## config.mk

```make
export PLATFORM = sky130hd
export DESIGN_NAME = systolic_result_drain
export DESIGN_NICKNAME = d
export VERILOG_FILES = /design/src/rtl/systolic_result_drain.sv
export SDC_FILE = /design/constraint.sdc
export NUM_CORES = 1
export LEC_CHECK = 0
export CORE_UTILIZATION = 54
export DETAILED_ROUTE_END_ITERATION = 6
export PLACE_DENSITY = 0.95
export SYNTH_ARGS = -nofsm -noshare
export SYNTH_HDL_FRONTEND = slang
export SYNTH_SLANG_ARGS = --single-unit
export TNS_END_PERCENT = 50
```

## constraint.sdc

```tcl
create_clock -name clk -period 22.1 [get_ports clk]
set_clock_uncertainty 0.05 [all_clocks]
set_input_delay 4.42 -clock clk [delete_from_list [all_inputs] [get_ports clk]]
set_output_delay 4.42 -clock clk [all_outputs]
set_load 0.02 [all_outputs]
```

## src/rtl/systolic_result_drain.sv

```systemverilog
// systolic_result_drain: snapshots the 3x3 array result vector on a done rise
// and streams the nine words over valid/ready, flagging dropped frames.
module systolic_result_drain #(
  parameter int N_OUT  = 9,
  parameter int DATA_W = 32,
  parameter int IDX_W  = 4
) (
  input  logic                          clk,
  input  logic                          rst,
  input  logic [N_OUT-1:0][DATA_W-1:0]  out,
  input  logic                          done,
  output logic [DATA_W-1:0]             m_data,
  output logic [IDX_W-1:0]              m_idx,
  output logic                          m_last,
  output logic                          m_valid,
  input  logic                          m_ready,
  output logic                          busy,
  output logic                          overrun,
  input  logic                          clr_overrun,
  output logic [7:0]                    frame_cnt
);
  typedef enum logic {IDLE, STREAM} state_t;
  localparam logic [IDX_W-1:0] LAST = IDX_W'(N_OUT - 1);
  state_t                         state_q, state_d;
  logic                           done_q;
  logic [IDX_W-1:0]               idx_q, idx_d;
  logic [N_OUT-1:0][DATA_W-1:0]   buf_q, buf_d;
  logic                           overrun_q, overrun_d;
  logic [7:0]                     frame_cnt_q, frame_cnt_d;
  logic                           done_rise, xfer, last_xfer, load, drop;
  always_ff @(posedge clk or posedge rst)
    if (rst) state_q <= IDLE;
    else     state_q <= state_d;
  // A final-word transfer frees the buffer in the same cycle, so a coinciding
  // rise reloads it instead of being dropped.
  always_comb begin
    done_rise = done & ~done_q;
    xfer      = (state_q == STREAM) & m_ready;
    last_xfer = xfer & (idx_q == LAST);
    load      = done_rise & ((state_q == IDLE) | last_xfer);
    drop      = done_rise & ~load;
    state_d   = load ? STREAM : last_xfer ? IDLE : state_q;
  end
  always_comb begin
    m_valid   = state_q == STREAM;
    busy      = state_q == STREAM;
    m_data    = (state_q == STREAM) ? buf_q[idx_q] : '0;
    m_idx     = idx_q;
    m_last    = (state_q == STREAM) & (idx_q == LAST);
    overrun   = overrun_q;
    frame_cnt = frame_cnt_q;
  end
  always_comb begin
    idx_d       = load ? '0 : xfer ? ((idx_q == LAST) ? '0 : idx_q + 1'b1) : idx_q;
    buf_d       = load ? out : buf_q;
    overrun_d   = drop | (overrun_q & ~clr_overrun);
    frame_cnt_d = frame_cnt_q + {7'd0, last_xfer};
  end
  always_ff @(posedge clk or posedge rst)
    if (rst) begin
      done_q      <= 1'b0;
      idx_q       <= '0;
      buf_q       <= '0;
      overrun_q   <= 1'b0;
      frame_cnt_q <= '0;
    end else begin
      done_q      <= done;
      idx_q       <= idx_d;
      buf_q       <= buf_d;
      overrun_q   <= overrun_d;
      frame_cnt_q <= frame_cnt_d;
    end
endmodule

```

==> run metrics, run 1 <==
status=finished clean; mapped cell area=0.01383 mm^2; WHS Path Cells=1; Yosys reg bits=303; GRT overflow=0; GP Congestion=0.8458; die area=0.02625 mm^2; total power=2.674 mW; Post-CTS Hold Buffers=0; Antenna Nets Post-Route=0; Crit. End Element=output pin; PD cells=144.9 mW/mm^2; RR Endpoint=buf_q[147]; share of cells above drive strength 1=14.87%; drt total wl=36,320 um; CTS resizes=0; RSZ-0062 raised after global routing=no; FP Rows=58; design area=0.01845 mm^2; vias in the first global route=9,895; Core Region=0.02518 mm^2; Mean Syn Cell Area=14.74 um^2; Post-CTS Setup Bufs=0; CP arrival=4.35 ns; fin nets=1,553; CTS Root Cell=clkbuf_16; Finished Layout Cells=1,609; Routed WL per cell=22.58 um; leakage power=7.802 nW; Clock Latency Late Sink=0.50 ns; Syn-to-layout area delta=33.45%; Synth warnings=0; most common cell after layout, fill and taps aside=clkdlybuf4s50_1; global-route wire length before repair=56,650 um; footprint of the multi-input gates=0.005739 mm^2; ys flop type=dfrtp_1; Net Count, Synth=1,235; most frequent cells in the layout=340 x clkdlybuf4s50_1, 301 x dfrtp_1, 200 x mux2_1; CTS Sinks=303; vias per inst=5.709; worst r2r src=m_idx[0]; final-report hold violation count=0; Die Y=162.0 um; crit-path max FO=60; Netlist cell types=38; Filler cells=1,526; CTS Buffer Depth=3; WP data required=17.63 ns; final setup fails=0; sequential element share of the synthesized area=54.83%; dpl ws=13.77 ns; async set or reset register ratio after synthesis=100.0%; HPWL after DPL=25,430 um; Worst setup SP type=flop; register area=0.007587 mm^2; slew margin rel.=18.54%; worst hold path type=reg -> reg; number of buffers created by CTS=34; IO buf count=340; Crit Path Category=reg -> out; max-slew violations=0; largest net degree at the start of global routing=175; CTS tree=yes; Final Cycle Share=39.92%; Tot GR Track Use=28.49%; Vias=9,185; H-tree depth=2; Tmin final=8.823 ns; initial core utilization=54.91%; Worst-Margin Slew=1.212 ns; EDFF count, synth=0; FMAX=113.3 MHz; max-cap violations=0; R2R cell count=8; initial DRC count=568; WHS Endpoint=frame_cnt[7]; VDD IR max=105.6 uV; DP Area=0.01728 mm^2; final setup margin=13.28 ns; Worst-path clk slew=0.06 ns; TNS Setup=0 ns; Die W=162.0 um; I/O Pins=341; cells after synthesis=938; # DRC=0; min-delay src=frame_cnt[7]; initial antenna violation count=1; TritonRoute pass-1 iters=5; cell count after placement=1,550; Reg2Reg Setup Slack=17.93 ns
==> flip-flops by register name, indices dropped and copies added, names as in the netlist <==
name / flops
buf_q: 288
busy: 1
done_q: 1
frame_cnt: 8
m_idx: 4
overrun: 1
==> worst max path at each step <==
stage	start	slack [ns]	to
3_5_place_dp	m_idx[0]	13.77	m_data[19]
4_1_cts	m_idx[0]	13.23	m_data[19]
6_report	m_idx[0]	13.28	m_data[19]
2_1_floorplan	rst	9.26	buf_q[0]
3_3_place_gp	m_idx[0]	13.78	m_data[19]
5_1_grt	m_idx[0]	13.02	m_data[19]
==> area by class of cell <==
cell class                      instances  area share, %
Clock inverter                          9         0.8204
Sequential cell                       303          41.11
Antenna cell                            1        0.01356
Multi-Input combinational cell        559          31.10
Tap cell                              330          2.237
Inverter                                5         0.1424
Timing Repair Buffer                  353          19.04
Clock buffer                           49          5.533
==> routing by layer <==
metal	vias to the layer above	global-route usage (%)	share of wire, %
met5	-	0	0
met4	0	10.89	3.6
met3	82	5.082	6.0
li1	4078	-	-
met2	358	44.62	47
met1	4667	39.84	43
==> worst max-delay path, stage by stage (launching register included) <==
cell and delay (ns):
dfrtp_4 0.94, buf_4 0.91, mux2i_1 0.17, a221oi_1 0.60, o21ai_0 0.18, a21boi_1 0.30
clkdlybuf4s50_1 0.66
==> power breakdown <==
group	internal [mW]	total (mW)	switching (mW)
Clock	0.367	0.586	0.218
Combinational	0.576	1.10	0.527
Sequential	0.824	0.984	0.161
Total	1.77	2.67	0.906
==> stage by stage <==
step | hold WS [ns] | util (%)
after detailed placement | 0.4175 | 68.62
after global routing | 0.4372 | 73.28
final | 0.4230 | 73.28
after CTS | 0.4268 | 73.27
after global placement | 0.4116 | 68.62
after floorplan | 0.4024 | -
==> kinds of logic (layout without fill, tap and decap cells) <==
group           after synthesis  in the layout  synth area share (%)
xor+xnor                      6              6                0.3800
buf+inv                      76            416                 3.728
fa+ha+maj                     4              4                0.3619
mux                         385            385                 33.37
simple gates                 58             58                 1.855
other cells                   0              1                     0
flops                       303            303                 54.83
compound gates              106            106                 5.474
==> cells in the mapped netlist (2+ instances only) <==
master | instances | area [um^2]
dfrtp_1 | 303 | 7582
mux2_1 | 200 | 2252
mux2_2 | 88 | 991.0
mux2i_1 | 65 | 650.6
nand2_1 | 39 | 146.4
o21ai_0 | 33 | 165.2
mux4_2 | 32 | 720.7
a221oi_1 | 31 | 271.5
a21boi_1 | 28 | 210.2
clkbuf_1 | 24 | 90.09
buf_6 | 23 | 259.0
buf_2 | 16 | 80.08
inv_1 | 5 | 18.77
nand3_1 | 5 | 25.02
a21boi_0 | 4 | 30.03
buf_4 | 4 | 30.03
ha_1 | 4 | 50.05
xnor2_1 | 4 | 35.03
nor2_1 | 3 | 11.26
a21oi_1 | 2 | 10.01
and2_1 | 2 | 12.51
and3_1 | 2 | 12.51
buf_1 | 2 | 7.510
buf_8 | 2 | 30.03
nor2b_1 | 2 | 12.51
o31ai_1 | 2 | 15.01
xor2_1 | 2 | 17.52
Power figures use the tool's default switching activity.
==> run 2: changes to the inputs <==
Settings changed: CORE_UTILIZATION 54 to 45, PLACE_DENSITY 0.95 to 0.87.
Clock period 22.1 ns to 7.75 ns, I/O delays scaled along.
==> run 2 against run 1 <==
- setup slack got worse by 11 ns
- combinational power grew to 2.9 times the previous value
- non-clock buffer count rose by 1
- register-to-register slack lost 14 ns
- sequential share of layout area shrank 0.13 points
- worst hold slack better by 0.0070 ns
- final cell count increased by 3.7%
- sequential cell count did not move
- sequential power grew to 2.8 times the previous value
- die area up 20%
- global-route usage is 4.3 points lower
- wire length is 3.2% higher
==> run metrics, run 2 (synthesis gave the netlist of run 1 again) <==
Syn-to-layout area delta=33.88%; Die Y=177.3 um (+9.4%); I/O Pins=341 (unchanged); CP arrival=3.90 ns (-0.45 ns); slew margin rel.=24.58% (+6.0 points); GRT overflow=0 (unchanged); drt total wl=37,500 um (+3.2%); crit-path max FO=79 (+32%); initial antenna violation count=2 (+1); uppermost layer routed=met4; Tot GR Track Use=24.18% (-4.3 points); Worst-path clk slew=0.06 ns (about the same); dpl ws=2.735 ns (-11.04 ns); CP Buf/Inv Count=2 (unchanged); met3 wire length=2426 um (+10%); final setup fails=0 (unchanged); highest cell delay on the worst timing path=0.71 ns (-0.23 ns); leakage power=7.792 nW (-0.12%); vias per inst=5.506 (-3.5%); number of buffers created by CTS=34 (unchanged); most common cell after layout, fill and taps aside=clkdlybuf4s50_1; Slowest-stage cell, CP=dfrtp_4; cell count after placement=1,611 (+3.9%); max-slew violations=0 (unchanged); CTS resizes=0 (unchanged); Psw=2.613 mW (+190%); worst-path cell chain=buf_12, mux2i_1, a221oi_1, o21ai_0, a21boi_1, clkdlybuf4s50_1; status=finished clean; TNS Setup=0 ns (unchanged); CTS Buffer Depth=3 (unchanged); worst hold path type=reg -> reg; Finished Layout Cells=1,668 (+3.7%); initial core utilization=46.17% (-8.7 points); VDD IR max=377.7 uV (+260%); TritonRoute pass-1 iters=4 (-1); FMAX=181.7 MHz; H-tree depth=2 (unchanged); die area=0.03144 mm^2 (+20%); vias in the first global route=9,995 (+1.0%); IO buf count=340 (unchanged); final setup margin=2.246 ns (-11.03 ns); wire length on met1=16,130 um (+2.3%); clock power share=21.3% (-0.6 points); PD cells=410.6 mW/mm^2 (+180%); Antenna Nets Post-Route=0 (unchanged); Net Sw Frac=34.37% (+0.47 points); Vias=9,184 (-0.011%); # DRC=0 (unchanged); largest net degree at the start of global routing=172 (-1.7%); Tmin final=5.504 ns; Reg with most FFs=buf_q; final-report hold violation count=0 (unchanged); CTS Root Cell=clkbuf_16; Crit. End Element=output pin; CTS Sinks=303 (unchanged); Post-CTS Hold Buffers=0 (unchanged); Int Pwr=4.989 mW (+180%); RSZ-0062 raised after global routing=no; design area=0.01851 mm^2 (+0.32%); most frequent cells in the layout=340 x clkdlybuf4s50_1, 301 x dfrtp_1, 200 x mux2_1; Worst setup SP type=flop; sequential share of power=36.8% (about the same); Worst-Margin Slew=1.129 ns (-0.08293 ns); combinational share of power=41.9% (+0.6 points); CTS tree=yes; Crit Path Category=reg -> out; Largest register FFs=288 (unchanged); HPWL after DPL=26,640 um (+4.7%); FP Rows=63 (+8.6%); total power=7.602 mW (+180%); Post-CTS Setup Bufs=0 (unchanged); Die W=177.3 um (+9.4%); initial DRC count=512 (-9.9%); met2 WL=17,930 um (+5.3%); Core Region=0.02995 mm^2 (+19%); Routed WL per cell=22.48 um (-0.42%); DP Area=0.01738 mm^2 (+0.60%); global-route wire length before repair=57,210 um (+0.99%); Final Cycle Share=71.01%; WP data required=6.15 ns (-11.48 ns); Clock Latency Late Sink=0.50 ns (about the same); fin nets=1,554 (+0.064%); share of cells above drive strength 1=15.13% (+0.26 points); max-cap violations=0 (unchanged); Crit path max-delay family=compound AO/OA/AOI/OAI gates; GP Congestion=0.8378 (-0.95%)
-- run 2: final cells by class --
class	instances	area, um^2
tap	390	488.0
sequential	303	7587
timing repair buffer	354	3546
clock buffer	45	993.5
inverter	5	22.52
antenna	2	5.005
clock inverter	10	131.4
fill	2217	11440
multi-input combinational	559	5739
-- run 2: power by group through the flow --
| stage | clock (mW) | combinational (mW) | sequential [mW] |
|---|---|---|---|
| floorplan | 0 | 2.04 | 2.64 |
| global placement | 0 | 3.11 | 2.78 |
| detailed placement | 0 | 3.19 | 2.83 |
| CTS | 1.65 | 3.21 | 2.81 |
| global route | 1.71 | 3.39 | 2.90 |
| finish | 1.62 | 3.18 | 2.80 |
-- run 2: path summary, 6_finish.rpt --
check                          start         end  slack [ns]  cells after the start
min                        buf_q[41]   buf_q[41]        0.43                      1
max reg2reg                 m_idx[0]  buf_q[218]        3.66                      8
min in group asynchronous        rst  buf_q[268]        1.44                      2
min reg2reg                buf_q[41]   buf_q[41]        0.43                      1
max                         m_idx[0]  m_data[19]        2.25                      6
max in group asynchronous        rst  buf_q[260]        4.40                      4
-- run 2: through the flow --
stage | hold slack (ns) | utilization, %
6_report | 0.4299 | 61.80
5_1_grt | 0.4439 | 61.80
4_1_cts | 0.4332 | 61.79
3_5_place_dp | 0.4201 | 58.03
3_3_place_gp | 0.4120 | 58.03
2_1_floorplan | 0.4024 | -
-- run 2: per-layer routing --
metal  track usage, %  vias up
li1                 -     4077
met1            32.59     4704
met2            38.95      330
met3            4.884       73
met4            8.369        0
met5                0        -
-- run 2: worst reg2reg max path, stage by stage (launching register included) --
cell	delay, ns
dfrtp_4	0.66
buf_12	0.36
inv_1	0.13
ha_1	0.14
and3b_1	0.32
nand2_1	0.17
a21oi_4	0.91
buf_12	0.62
mux2_2	0.62
==> run 3: changes to the inputs <==
Settings changed: CORE_UTILIZATION 45 to 50, PLACE_DENSITY 0.87 to 0.91.
Clock period 7.75 ns to 5.6 ns, I/O delays scaled along.
==> run 3 against run 2 <==
- final cell count is 2.5% lower
- setup slack got worse by 1.7 ns
- combinational power increased by 36%
- total power grew 39%
- register-to-register slack got worse by 1.9 ns
- first-iteration DRC count decreased by 5.1%
- wire length decreased by 1.8%
- critical path depth unchanged
- via count rose by 0.40%
- critical endpoint unchanged
- largest power group unchanged
- highest routed layer is now met5
==> run metrics, run 3 (synthesis gave the netlist of run 1 again) <==
FP Rows=60 (-4.8%); FMAX=197.6 MHz; Finished Layout Cells=1,627 (-2.5%); design area=0.01859 mm^2 (+0.40%); Reg with most FFs=buf_q; Final Cycle Share=90.38%; Worst setup SP type=flop; CTS resizes=0 (unchanged); leakage power=7.861 nW (+0.88%); number of buffers created by CTS=34 (unchanged); largest net degree at the start of global routing=154 (-10%); clock power share=21.5% (+0.2 points); share of cells above drive strength 1=15.64% (+0.52 points); WP data required=4.43 ns (-1.72 ns); Psw=3.597 mW (+38%); Tmin final=5.061 ns; Tot GR Track Use=26.56% (+2.4 points); Int Pwr=6.967 mW (+40%); PD cells=568.3 mW/mm^2 (+38%); Clock Latency Late Sink=0.50 ns (about the same); initial core utilization=51.17% (+5.0 points); max-cap violations=0 (unchanged); die area=0.02832 mm^2 (-9.9%); sequential share of power=37.4% (+0.6 points); max-slew violations=0 (unchanged); TNS Setup=0 ns (unchanged); Post-CTS Setup Bufs=0 (unchanged); initial antenna violation count=5 (+3); drt total wl=36,820 um (-1.8%); RR Endpoint=buf_q[98]; Net Sw Frac=34.05% (-0.32 points); Reg2Reg Setup Slack=1.77 ns (-1.89 ns); CTS tree=yes; slew margin rel.=28.81% (+4.2 points); WHS Path Cells=1 (unchanged); most frequent cells in the layout=340 x clkdlybuf4s50_1, 301 x dfrtp_1, 200 x mux2_1; fin nets=1,561 (+0.45%); H-tree depth=2 (unchanged); DP Area=0.01743 mm^2 (+0.28%); CTS Buffer Depth=3 (unchanged); vias per inst=5.667 (+2.9%); min-delay src=frame_cnt[7]; cell count after placement=1,569 (-2.6%); VDD IR max=282.2 uV (-25%); worst hold path type=reg -> reg; Largest register FFs=288 (unchanged); # DRC=0 (unchanged); combinational share of power=41.1% (-0.8 points); Core Region=0.02703 mm^2 (-9.8%); worst-path cell chain=buf_4, mux2i_1, a221oi_1, o21ai_0, a21boi_1, clkdlybuf4s50_1; status=finished clean; Antenna Nets Post-Route=0 (unchanged); Routed WL per cell=22.63 um (+0.66%); CP arrival=3.89 ns (about the same); Worst-path clk slew=0.06 ns (about the same); Die Y=168.3 um (-5.1%); Die W=168.3 um (-5.1%); final setup fails=0 (unchanged); Worst-Margin Slew=1.068 ns (-0.06097 ns); I/O Pins=341 (unchanged); Vias=9,221 (+0.40%); final-report hold violation count=0 (unchanged); highest cell delay on the worst timing path=1.12 ns (+0.41 ns); Crit. End Element=output pin; Syn-to-layout area delta=34.41%; WHS Endpoint=frame_cnt[7]; IO buf count=340 (unchanged); crit-path max FO=55 (-30%); Slowest-stage cell, CP=dfrtp_4; worst r2r src=m_idx[0]; Post-CTS Hold Buffers=0 (unchanged); RSZ-0062 raised after global routing=no; CTS Root Cell=clkbuf_16; initial DRC count=486 (-5.1%); TritonRoute pass-1 iters=5 (+1); CTS Sinks=303 (unchanged); vias in the first global route=9,950 (-0.45%); global-route wire length before repair=57,240 um (about the same); GRT overflow=0 (unchanged); Core Util, Final=68.77% (+7.0 points); most common cell after layout, fill and taps aside=clkdlybuf4s50_1; Crit Path Category=reg -> out; R2R cell count=8 (unchanged); HPWL after DPL=25,890 um (-2.8%); GP Congestion=0.8247 (-1.6%)
==> run 3: layout make-up <==
| cell class | count | area [um^2] |
|---|---|---|
| Antenna cell | 1 | 2.502 |
| Clock buffer | 46 | 1020 |
| Clock inverter | 11 | 132.6 |
| Fill cell | 1810 | 8439 |
| Inverter | 5 | 22.52 |
| Multi-Input combinational cell | 559 | 5739 |
| Sequential cell | 303 | 7587 |
| Tap cell | 341 | 426.7 |
| Timing Repair Buffer | 361 | 3656 |
==> run 3: layer usage <==
layer	global-route usage [%]	wire, um	vias to the layer above
li1	-	-	4102
met2	40.27	16700	350
met4	11.58	1403	6
met3	6.394	2610	98
met1	36.54	16060	4665
met5	0	38	-
==> run 3: power groups by stage <==
stage	Sequential [mW]	Combinational, mW	Clock, mW
2_1_floorplan	3.65	2.83	0
3_3_place_gp	3.91	4.21	0
3_5_place_dp	3.97	4.34	0
4_1_cts	3.95	4.38	2.32
5_1_grt	4.08	4.66	2.40
6_report	3.95	4.34	2.27
==> run 3: worst max-delay path: cells and delay by family (launching register included) <==
family / cells / cell delay, ns
compound gates: 3 / 1.12
buf+inv: 2 / 0.98
flops: 1 / 1.12
mux: 1 / 0.12
==> run 3: worst max path at each step <==
stage	slack, ns	cells past startpoint	endpoint	start
floorplan	0.40	1	buf_q[0]	rst
global route	0.37	6	m_data[19]	m_idx[0]
CTS	0.59	6	m_data[19]	m_idx[0]
finish	0.54	6	m_data[19]	m_idx[0]
global placement	1.17	6	m_data[19]	m_idx[0]
detailed placement	1.12	6	m_data[19]	m_idx[0]
==> run 3: per-stage QoR <==
step	power, mW	hold slack, ns	setup slack, ns
after global placement	8.119	0.4106	1.167
after detailed placement	8.310	0.4188	1.122
after global routing	11.13	0.4452	0.3704
final	10.56	0.4316	0.5385
after CTS	10.64	0.4300	0.5875
after floorplan	6.481	0.4024	0.4010
